$ cat src/rtl/lsu_if.sv
// Execute-request, memory-bus and writeback signals of the load/store unit.
// The master modport is the LSU side; slave is the surrounding pipeline and memory.
interface lsu_if;
    logic        req_valid;
    logic        req_ready;
    logic [6:0]  req_opcode;
    logic [2:0]  req_funct3;
    logic [31:0] req_addr;
    logic [31:0] req_wdata;
    logic        mem_valid;
    logic        mem_ready;
    logic        mem_we;
    logic [31:0] mem_addr;
    logic [31:0] mem_wdata;
    logic [3:0]  mem_wstrb;
    logic        mem_rvalid;
    logic [31:0] mem_rdata;
    logic        resp_valid;
    logic [31:0] resp_data;
    logic        resp_fault;

    modport master (
        input  req_valid, req_opcode, req_funct3, req_addr, req_wdata,
        input  mem_ready, mem_rvalid, mem_rdata,
        output req_ready, mem_valid, mem_we, mem_addr, mem_wdata, mem_wstrb,
        output resp_valid, resp_data, resp_fault
    );

    modport slave (
        output req_valid, req_opcode, req_funct3, req_addr, req_wdata,
        output mem_ready, mem_rvalid, mem_rdata,
        input  req_ready, mem_valid, mem_we, mem_addr, mem_wdata, mem_wstrb,
        input  resp_valid, resp_data, resp_fault
    );
endinterface

$ cat src/rtl/lsu.sv
// Single-outstanding load/store unit: IDLE -> REQ -> (WAIT) -> RESP, word-aligned bus.
// Define LSU_MISALIGN_TRAP_EN to fault misaligned h/w accesses instead of aligning them.
module lsu #(
    parameter int unsigned TIMEOUT_CYCLES = 255
) (
    input logic   clk,
    input logic   rst_n,
    lsu_if.master bus
);
    localparam logic [6:0] OP_LOAD  = 7'b0000011;
    localparam logic [6:0] OP_STORE = 7'b0100011;
    localparam logic [6:0] OP_FLW   = 7'b0000111;
    localparam logic [6:0] OP_FSW   = 7'b0100111;
    localparam logic [1:0] SZ_B = 2'd0;
    localparam logic [1:0] SZ_H = 2'd1;
    localparam logic [1:0] SZ_W = 2'd2;
    localparam logic [7:0] CNT_LAST = 8'(TIMEOUT_CYCLES - 1);

    typedef enum logic [1:0] {IDLE, REQ, WAIT, RESP} state_t;

    function automatic logic [1:0] acc_size(input logic [6:0] op, input logic [2:0] f3);
        logic [1:0] s;
        case (f3[1:0])
            2'b00:   s = SZ_B;
            2'b01:   s = SZ_H;
            default: s = SZ_W;
        endcase
        if (op == OP_FLW || op == OP_FSW) s = SZ_W;
        return s;
    endfunction

    // Byte offset inside the word after natural alignment of the access.
    function automatic logic [1:0] lane_off(input logic [1:0] size, input logic [1:0] a);
        logic [1:0] o;
        case (size)
            SZ_B:    o = a;
            SZ_H:    o = {a[1], 1'b0};
            default: o = 2'b00;
        endcase
        return o;
    endfunction

    function automatic logic [3:0] strobe(input logic [1:0] size, input logic [1:0] off);
        logic [3:0] s;
        case (size)
            SZ_B:    s = 4'b0001 << off;
            SZ_H:    s = 4'b0011 << off;
            default: s = 4'b1111;
        endcase
        return s;
    endfunction

    function automatic logic [31:0] replicate(input logic [1:0] size, input logic [31:0] d);
        logic [31:0] r;
        case (size)
            SZ_B:    r = {4{d[7:0]}};
            SZ_H:    r = {2{d[15:0]}};
            default: r = d;
        endcase
        return r;
    endfunction

    function automatic logic [31:0] extract(input logic [1:0] size, input logic sext,
                                            input logic [1:0] off, input logic [31:0] rdata);
        logic [31:0] sh;
        logic [31:0] r;
        sh = rdata >> {off, 3'b000};
        case (size)
            SZ_B:    r = {{24{sext & sh[7]}}, sh[7:0]};
            SZ_H:    r = {{16{sext & sh[15]}}, sh[15:0]};
            default: r = rdata;
        endcase
        return r;
    endfunction

    logic       accept;
    logic       op_legal;
    logic       op_store;
    logic       trap;
    logic [1:0] in_size;
    logic [1:0] in_off;

    assign accept   = bus.req_valid && bus.req_ready;
    assign op_legal = (bus.req_opcode == OP_LOAD) || (bus.req_opcode == OP_STORE) ||
                      (bus.req_opcode == OP_FLW)  || (bus.req_opcode == OP_FSW);
    assign op_store = (bus.req_opcode == OP_STORE) || (bus.req_opcode == OP_FSW);
    assign in_size  = acc_size(bus.req_opcode, bus.req_funct3);
    assign in_off   = lane_off(in_size, bus.req_addr[1:0]);

`ifdef LSU_MISALIGN_TRAP_EN
    function automatic logic misaligned(input logic [1:0] size, input logic [1:0] a);
        logic m;
        case (size)
            SZ_H:    m = a[0];
            SZ_W:    m = (a != 2'b00);
            default: m = 1'b0;
        endcase
        return m;
    endfunction

    assign trap = misaligned(in_size, bus.req_addr[1:0]);
`else
    assign trap = 1'b0;
`endif

    // Request attributes needed after the bus handshake; pure data, no reset.
    logic       r_store;
    logic       r_sext;
    logic [1:0] r_size;
    logic [1:0] r_off;

    always_ff @(posedge clk) begin
        if (accept) begin
            r_store <= op_store;
            r_sext  <= ~bus.req_funct3[2];
            r_size  <= in_size;
            r_off   <= in_off;
        end
    end

    state_t     state;
    logic [7:0] cnt;
    logic [1:0] gap;

    // gap holds req_ready low so accepts are spaced at least four cycles apart.
    always_ff @(posedge clk or negedge rst_n) begin
        if (!rst_n) begin
            state          <= IDLE;
            cnt            <= 8'd0;
            gap            <= 2'd0;
            bus.req_ready  <= 1'b1;
            bus.mem_valid  <= 1'b0;
            bus.mem_we     <= 1'b0;
            bus.mem_addr   <= 32'd0;
            bus.mem_wdata  <= 32'd0;
            bus.mem_wstrb  <= 4'd0;
            bus.resp_valid <= 1'b0;
            bus.resp_data  <= 32'd0;
            bus.resp_fault <= 1'b0;
        end else begin
            bus.resp_valid <= 1'b0;
            if (gap != 2'd0) gap <= gap - 2'd1;
            case (state)
                IDLE: begin
                    if (accept) begin
                        gap           <= 2'd3;
                        bus.req_ready <= 1'b0;
                        if (!op_legal || trap) begin
                            state          <= RESP;
                            bus.resp_valid <= 1'b1;
                            bus.resp_fault <= 1'b1;
                            bus.resp_data  <= 32'd0;
                        end else begin
                            state         <= REQ;
                            bus.mem_valid <= 1'b1;
                            bus.mem_we    <= op_store;
                            bus.mem_addr  <= {bus.req_addr[31:2], 2'b00};
                            bus.mem_wdata <= op_store ? replicate(in_size, bus.req_wdata) : 32'd0;
                            bus.mem_wstrb <= op_store ? strobe(in_size, in_off) : 4'd0;
                        end
                    end else if (gap <= 2'd1) begin
                        bus.req_ready <= 1'b1;
                    end
                end
                REQ: begin
                    if (bus.mem_ready) begin
                        bus.mem_valid <= 1'b0;
                        bus.mem_we    <= 1'b0;
                        bus.mem_wstrb <= 4'd0;
                        if (r_store) begin
                            state          <= RESP;
                            bus.resp_valid <= 1'b1;
                            bus.resp_fault <= 1'b0;
                            bus.resp_data  <= 32'd0;
                        end else begin
                            state <= WAIT;
                            cnt   <= 8'd0;
                        end
                    end
                end
                WAIT: begin
                    if (bus.mem_rvalid) begin
                        state          <= RESP;
                        cnt            <= 8'd0;
                        bus.resp_valid <= 1'b1;
                        bus.resp_fault <= 1'b0;
                        bus.resp_data  <= extract(r_size, r_sext, r_off, bus.mem_rdata);
                    end else if (cnt == CNT_LAST) begin
                        state          <= RESP;
                        cnt            <= 8'd0;
                        bus.resp_valid <= 1'b1;
                        bus.resp_fault <= 1'b1;
                        bus.resp_data  <= 32'd0;
                    end else begin
                        cnt <= cnt + 8'd1;
                    end
                end
                default: begin
                    state          <= IDLE;
                    bus.resp_fault <= 1'b0;
                    bus.resp_data  <= 32'd0;
                    bus.req_ready  <= (gap <= 2'd1);
                end
            endcase
        end
    end
endmodule
$ cat src/flat_wrapper.sv
// flat-port wrapper written by rule: the top's interface ports become plain ports
module lsu_flat 
#(
    parameter int unsigned TIMEOUT_CYCLES = 255
)
  (clk, rst_n, bus_req_valid, bus_req_opcode, bus_req_funct3, bus_req_addr, bus_req_wdata, bus_mem_ready, bus_mem_rvalid, bus_mem_rdata, bus_req_ready, bus_mem_valid, bus_mem_we, bus_mem_addr, bus_mem_wdata, bus_mem_wstrb, bus_resp_valid, bus_resp_data, bus_resp_fault);
  lsu_if bus_i ();
  input logic clk;
  input logic rst_n;
  input wire logic [$bits(bus_i.req_valid)-1:0] bus_req_valid;
  input wire logic [$bits(bus_i.req_opcode)-1:0] bus_req_opcode;
  input wire logic [$bits(bus_i.req_funct3)-1:0] bus_req_funct3;
  input wire logic [$bits(bus_i.req_addr)-1:0] bus_req_addr;
  input wire logic [$bits(bus_i.req_wdata)-1:0] bus_req_wdata;
  input wire logic [$bits(bus_i.mem_ready)-1:0] bus_mem_ready;
  input wire logic [$bits(bus_i.mem_rvalid)-1:0] bus_mem_rvalid;
  input wire logic [$bits(bus_i.mem_rdata)-1:0] bus_mem_rdata;
  output wire logic [$bits(bus_i.req_ready)-1:0] bus_req_ready;
  output wire logic [$bits(bus_i.mem_valid)-1:0] bus_mem_valid;
  output wire logic [$bits(bus_i.mem_we)-1:0] bus_mem_we;
  output wire logic [$bits(bus_i.mem_addr)-1:0] bus_mem_addr;
  output wire logic [$bits(bus_i.mem_wdata)-1:0] bus_mem_wdata;
  output wire logic [$bits(bus_i.mem_wstrb)-1:0] bus_mem_wstrb;
  output wire logic [$bits(bus_i.resp_valid)-1:0] bus_resp_valid;
  output wire logic [$bits(bus_i.resp_data)-1:0] bus_resp_data;
  output wire logic [$bits(bus_i.resp_fault)-1:0] bus_resp_fault;
  assign bus_i.req_valid = bus_req_valid;
  assign bus_i.req_opcode = bus_req_opcode;
  assign bus_i.req_funct3 = bus_req_funct3;
  assign bus_i.req_addr = bus_req_addr;
  assign bus_i.req_wdata = bus_req_wdata;
  assign bus_i.mem_ready = bus_mem_ready;
  assign bus_i.mem_rvalid = bus_mem_rvalid;
  assign bus_i.mem_rdata = bus_mem_rdata;
  assign bus_req_ready = bus_i.req_ready;
  assign bus_mem_valid = bus_i.mem_valid;
  assign bus_mem_we = bus_i.mem_we;
  assign bus_mem_addr = bus_i.mem_addr;
  assign bus_mem_wdata = bus_i.mem_wdata;
  assign bus_mem_wstrb = bus_i.mem_wstrb;
  assign bus_resp_valid = bus_i.resp_valid;
  assign bus_resp_data = bus_i.resp_data;
  assign bus_resp_fault = bus_i.resp_fault;
  lsu #(.TIMEOUT_CYCLES(TIMEOUT_CYCLES)) u_core (.clk(clk), .rst_n(rst_n), .bus(bus_i));
endmodule
$ cat config.mk
export PLATFORM = sky130hd
export DESIGN_NAME = lsu_flat
export DESIGN_NICKNAME = d
export VERILOG_FILES = /design/src/rtl/lsu_if.sv /design/src/rtl/lsu.sv /design/src/flat_wrapper.sv
export SDC_FILE = /design/constraint.sdc
export NUM_CORES = 1
export LEC_CHECK = 0
export CAP_MARGIN = 25
export CORE_AREA = 5 5 127 129
export CTS_BUF_LIST = sky130_fd_sc_hd__clkbuf_4
export DETAILED_ROUTE_END_ITERATION = 8
export DIE_AREA = 0 0 132 134
export HOLD_SLACK_MARGIN = 0.08
export PLACE_DENSITY = 0.77
export SLEW_MARGIN = 20
export SYNTH_ARGS = -nofsm -noshare
export SYNTH_HDL_FRONTEND = slang
export SYNTH_SLANG_ARGS = --single-unit
$ cat constraint.sdc
create_clock -name clk -period 1.9 [get_ports clk]
set_input_delay 0.19 -clock clk [delete_from_list [all_inputs] [get_ports clk]]
set_output_delay 0.19 -clock clk [all_outputs]
set_load 0.02 [all_outputs]
==> results.sh <==
export IMPL_seqPwrFrac_pct=32.7
export IMPL_dr_pass1_iters=5
export IMPL_internal_power_w=0.00688
export IMPL_finalCritPeriodShare_pct=99.7
export IMPL_antenna_found_initial=0
export IMPL_cap_violations=0
export IMPL_die_area_um2=17700
export IMPL_clkTransAtPathRegs_ns=0.11
export IMPL_min_path_type="input port to asynchronous set/reset pin"
export IMPL_rr_startpoint="u_core.state[1]"
export IMPL_cts_root_buf="clkbuf_4"
export IMPL_syn_cell_area_um2=6050
export IMPL_yosys_area_top_type_share_pct=47.1
export IMPL_grt_pass1_vias=6085
export IMPL_synthCells=576
export IMPL_yosys_warnings=0
export IMPL_synth_top_family_by_area="compound AO/OA/AOI/OAI gates"
export IMPL_net_switching_power_w=0.00407
export IMPL_crit_type="register to register"
export IMPL_clock_path_buffers=2
export IMPL_syn_to_final_growth_pct=53.0
export IMPL_fin_worst_skew_ns=0.0155
export IMPL_numCtsBuffers=17
export IMPL_synth_edf_count=6
export IMPL_numPortBuffers=213
export IMPL_synthAdderAreaFrac_pct=1.24
export IMPL_die_x_um=132
export IMPL_synth_distinct_cells=50
export IMPL_arrival_ns=2.33
export IMPL_critPathLaunchType="register"
export IMPL_core_um2=14900
export IMPL_clock_sinks=121
export IMPL_swShare_pct=37.1
export IMPL_grt_setup_unrepaired="yes"
export IMPL_n_fill_cell=1157
export IMPL_drtIter0Drc=424
export IMPL_die_height_um=134
export IMPL_globalplace_congestion=0.929
export IMPL_max_slew_margin_pct=61.2
export IMPL_critPathRequiredTime_ns=2.34
export IMPL_nets=931
export IMPL_wl_per_cell_um=19.6
export IMPL_grt_first_pass_wirelength_um=31600
export IMPL_top_level_ports=216
export IMPL_vias=5630
export IMPL_final_core_util_pct=62.1
export IMPL_setup_viol=0
export IMPL_drc=0
export IMPL_cp_end_kind="register"
export IMPL_rows=45
export IMPL_final_cell_mix="clkdlybuf4s50_1 (211), dfrtp_1 (114), o21ai_0 (63)"
export IMPL_grt_usage_pct=22.0
export IMPL_fmax_mhz=528
export IMPL_yosys_area_share_simple_pct=11.0
export IMPL_muxShareOfSynthArea_pct=10.9
export IMPL_grt_ovfl_total=0
export IMPL_start_util_pct=40.6
export IMPL_combPwrFrac_pct=49.2
export IMPL_synth_compound_area_share_pct=21.3
export IMPL_peakVddDrop_mv=0.576
export IMPL_seq_area_frac_synth_pct=50.5
export IMPL_ff2ff_path_depth=7
export IMPL_drive_gt1_share_pct=20.8
export IMPL_dpl_hpwl_um=14500
export IMPL_r2r_slack_ns=0.006
export IMPL_layout_commonest_cell="clkdlybuf4s50_1"
export IMPL_finalCriticalPeriod_ns=1.89
export IMPL_yosysTopAreaCell="dfrtp_1"
export IMPL_synth_xor_area_share_pct=0.579
export IMPL_cp_max_fo=5
export IMPL_ant_nets=0
export IMPL_htreeDepth=4
export IMPL_viasPerCell=5.56
export IMPL_routed_wl_um=19800
export IMPL_setup_ws_ns=0.00602
export IMPL_cts_tree="built"
export IMPL_async_reset_ff_share_pct=95.0
export IMPL_power_density_nw_per_um2=1180
export IMPL_place_ws_ns=-0.196
export IMPL_clkPwrFrac_pct=18.1
export IMPL_status="completed"
export IMPL_synth_seq_cells=121
export IMPL_clk_latency_ns=0.51
export IMPL_power_leakage_nw=4.03
export IMPL_yosys_most_used_dff="dfrtp_1"
export IMPL_hold_viol=0
export IMPL_diodes=0
export IMPL_synth_area_leaders="dfrtp_1 (47%), mux2_2 (7.6%), o21ai_0 (5.5%)"
export IMPL_drv_slew=0
export IMPL_worst_pin_slew_ns=0.582
export IMPL_reg2reg_to="u_core.bus.resp_data[1]"
export IMPL_grt_start_max_net_pins=46
export IMPL_syn_area_per_cell_um2=10.5
==> cells in the mapped netlist (2+ instances only) <==
master     number
dfrtp_1       114
o21ai_0        67
nand2_1        55
nor2_1         42
mux2_2         41
o31ai_1        40
clkbuf_1       32
mux2i_1        20
o31ai_2        17
a21oi_1        16
inv_1          14
o2bb2ai_1      10
nand2b_1        9
o221ai_1        8
and3_1          7
buf_2           6
edfxtp_1        6
ha_1            6
nand3_1         6
a2bb2oi_1       5
a211oi_1        4
a22o_1          4
and2_1          4
xnor2_1         4
a21o_1          3
a22oi_1         3
buf_4           3
buf_6           3
nor2b_1         3
a31oi_1         2
buf_1           2
nand3b_1        2
==> worst max-delay path, cell delays in order, from the launching register on <==
cell       delay, ns
dfrtp_1         0.38
inv_2           0.06
ha_4            0.16
a21boi_4        0.13
a21o_1          0.17
or3_4           0.42
bufbuf_16       0.30
o31ai_2         0.20
==> cell type report <==
type | count | area [µm²] | area share, %
clock buffer | 19 | 143 | 1.54
clock inverter | 11 | 155 | 1.67
timing repair buffer | 264 | 2660 | 28.7
tap | 188 | 235 | 2.54
multi-input combinational | 396 | 2960 | 32.0
inverter | 14 | 52.6 | 0.567
sequential | 121 | 3060 | 33.0
==> per-layer routing <==
layer  vias up  track usage (%)  routed length [µm]
li1       2557                -                   -
met1      2746             26.8                7960
met2       296             36.0                9480
met3        31             8.89                2000
met4         0             6.46                 378
met5         -                0                   0
==> power groups by stage <==
stage / Clock [W] / Sequential (W) / Combinational (W)
finish: 0.00198 / 0.00358 / 0.00539
global route: 0.00214 / 0.00365 / 0.00571
CTS: 0.00202 / 0.00356 / 0.00512
detailed placement: 0 / 0.00360 / 0.00459
global placement: 0 / 0.00357 / 0.00447
floorplan: 0 / 0.00419 / 0.00185
==> flip-flops by register name, summed over array words and instances, names as in the netlist <==
| signal | flops |
|---|---|
| u_core.state | 2 |
| u_core.gap | 2 |
| u_core.r_off | 2 |
| u_core.r_sext | 1 |
| u_core.r_size | 2 |
| u_core.r_store | 1 |
| u_core.bus.mem_addr | 30 |
| u_core.bus.mem_valid | 1 |
| u_core.bus.req_ready | 1 |
| u_core.bus.mem_we | 1 |
| u_core.cnt | 8 |
| u_core.bus.resp_fault | 1 |
| u_core.bus.mem_wstrb | 4 |
| u_core.bus.resp_data | 32 |
| u_core.bus.mem_wdata | 32 |
| u_core.bus.resp_valid | 1 |
==> per-stage QoR <==
| stage | total power (W) | std cells | area, µm² | hold WS, ns | setup TNS, ns |
|---|---|---|---|---|---|
| after global placement | 0.00805 | 975 | 8620 | 0.228 | -1.40 |
| after global routing | 0.0115 | 1013 | 9270 | 0.218 | -0.718 |
| after floorplan | 0.00604 | 577 | 6080 | -0.106 | -0.202 |
| after CTS | 0.0107 | 1013 | 9090 | 0.212 | -0.0842 |
| final | 0.0110 | 1013 | 9270 | 0.238 | 0 |
| after detailed placement | 0.00819 | 975 | 8620 | 0.237 | -4.24 |
==> cells by family (layout without fill, tap and decap cells) <==
group | Yosys count | count (layout)
simple gates | 140 | 140
xor+xnor | 4 | 4
mux | 61 | 61
other cells | 1 | 2
fa+ha+maj | 6 | 6
flops | 121 | 121
buf+inv | 60 | 308
compound gates | 183 | 183
==> worst max path at each step <==
| stage | startpoint | endpoint | slack [ns] | cells after the start |
|---|---|---|---|---|
| 6_report | u_core.state[1] | u_core.bus.resp_data[1] | 0.006 | 7 |
| 5_1_grt | u_core.state[1] | u_core.bus.resp_data[29] | -0.06 | 7 |
| 4_1_cts | u_core.state[0] | u_core.bus.resp_data[18] | -0.04 | 7 |
| 3_5_place_dp | bus_req_valid | u_core.bus.resp_data[18] | -0.20 | 7 |
| 3_3_place_gp | bus_req_opcode[4] | u_core.state[1] | -0.12 | 5 |
| 2_1_floorplan | u_core.state[1] | u_core.bus.resp_data[1] | -0.05 | 9 |
==> repair_timing <==
| action | CTS | global route |
|---|---|---|
| hold endpoints to repair | 70 | 0 |
| endpoints found under the setup margin | 19 | 36 |
| hold buffers | 1 | 0 |
| pin swaps | 3 | 4 |
| resized for setup | 12 | 35 |
| gates cloned | 2 | 0 |
| buffers inserted | 5 | 0 |
Note: power is estimated with default switching activity, not from simulation.
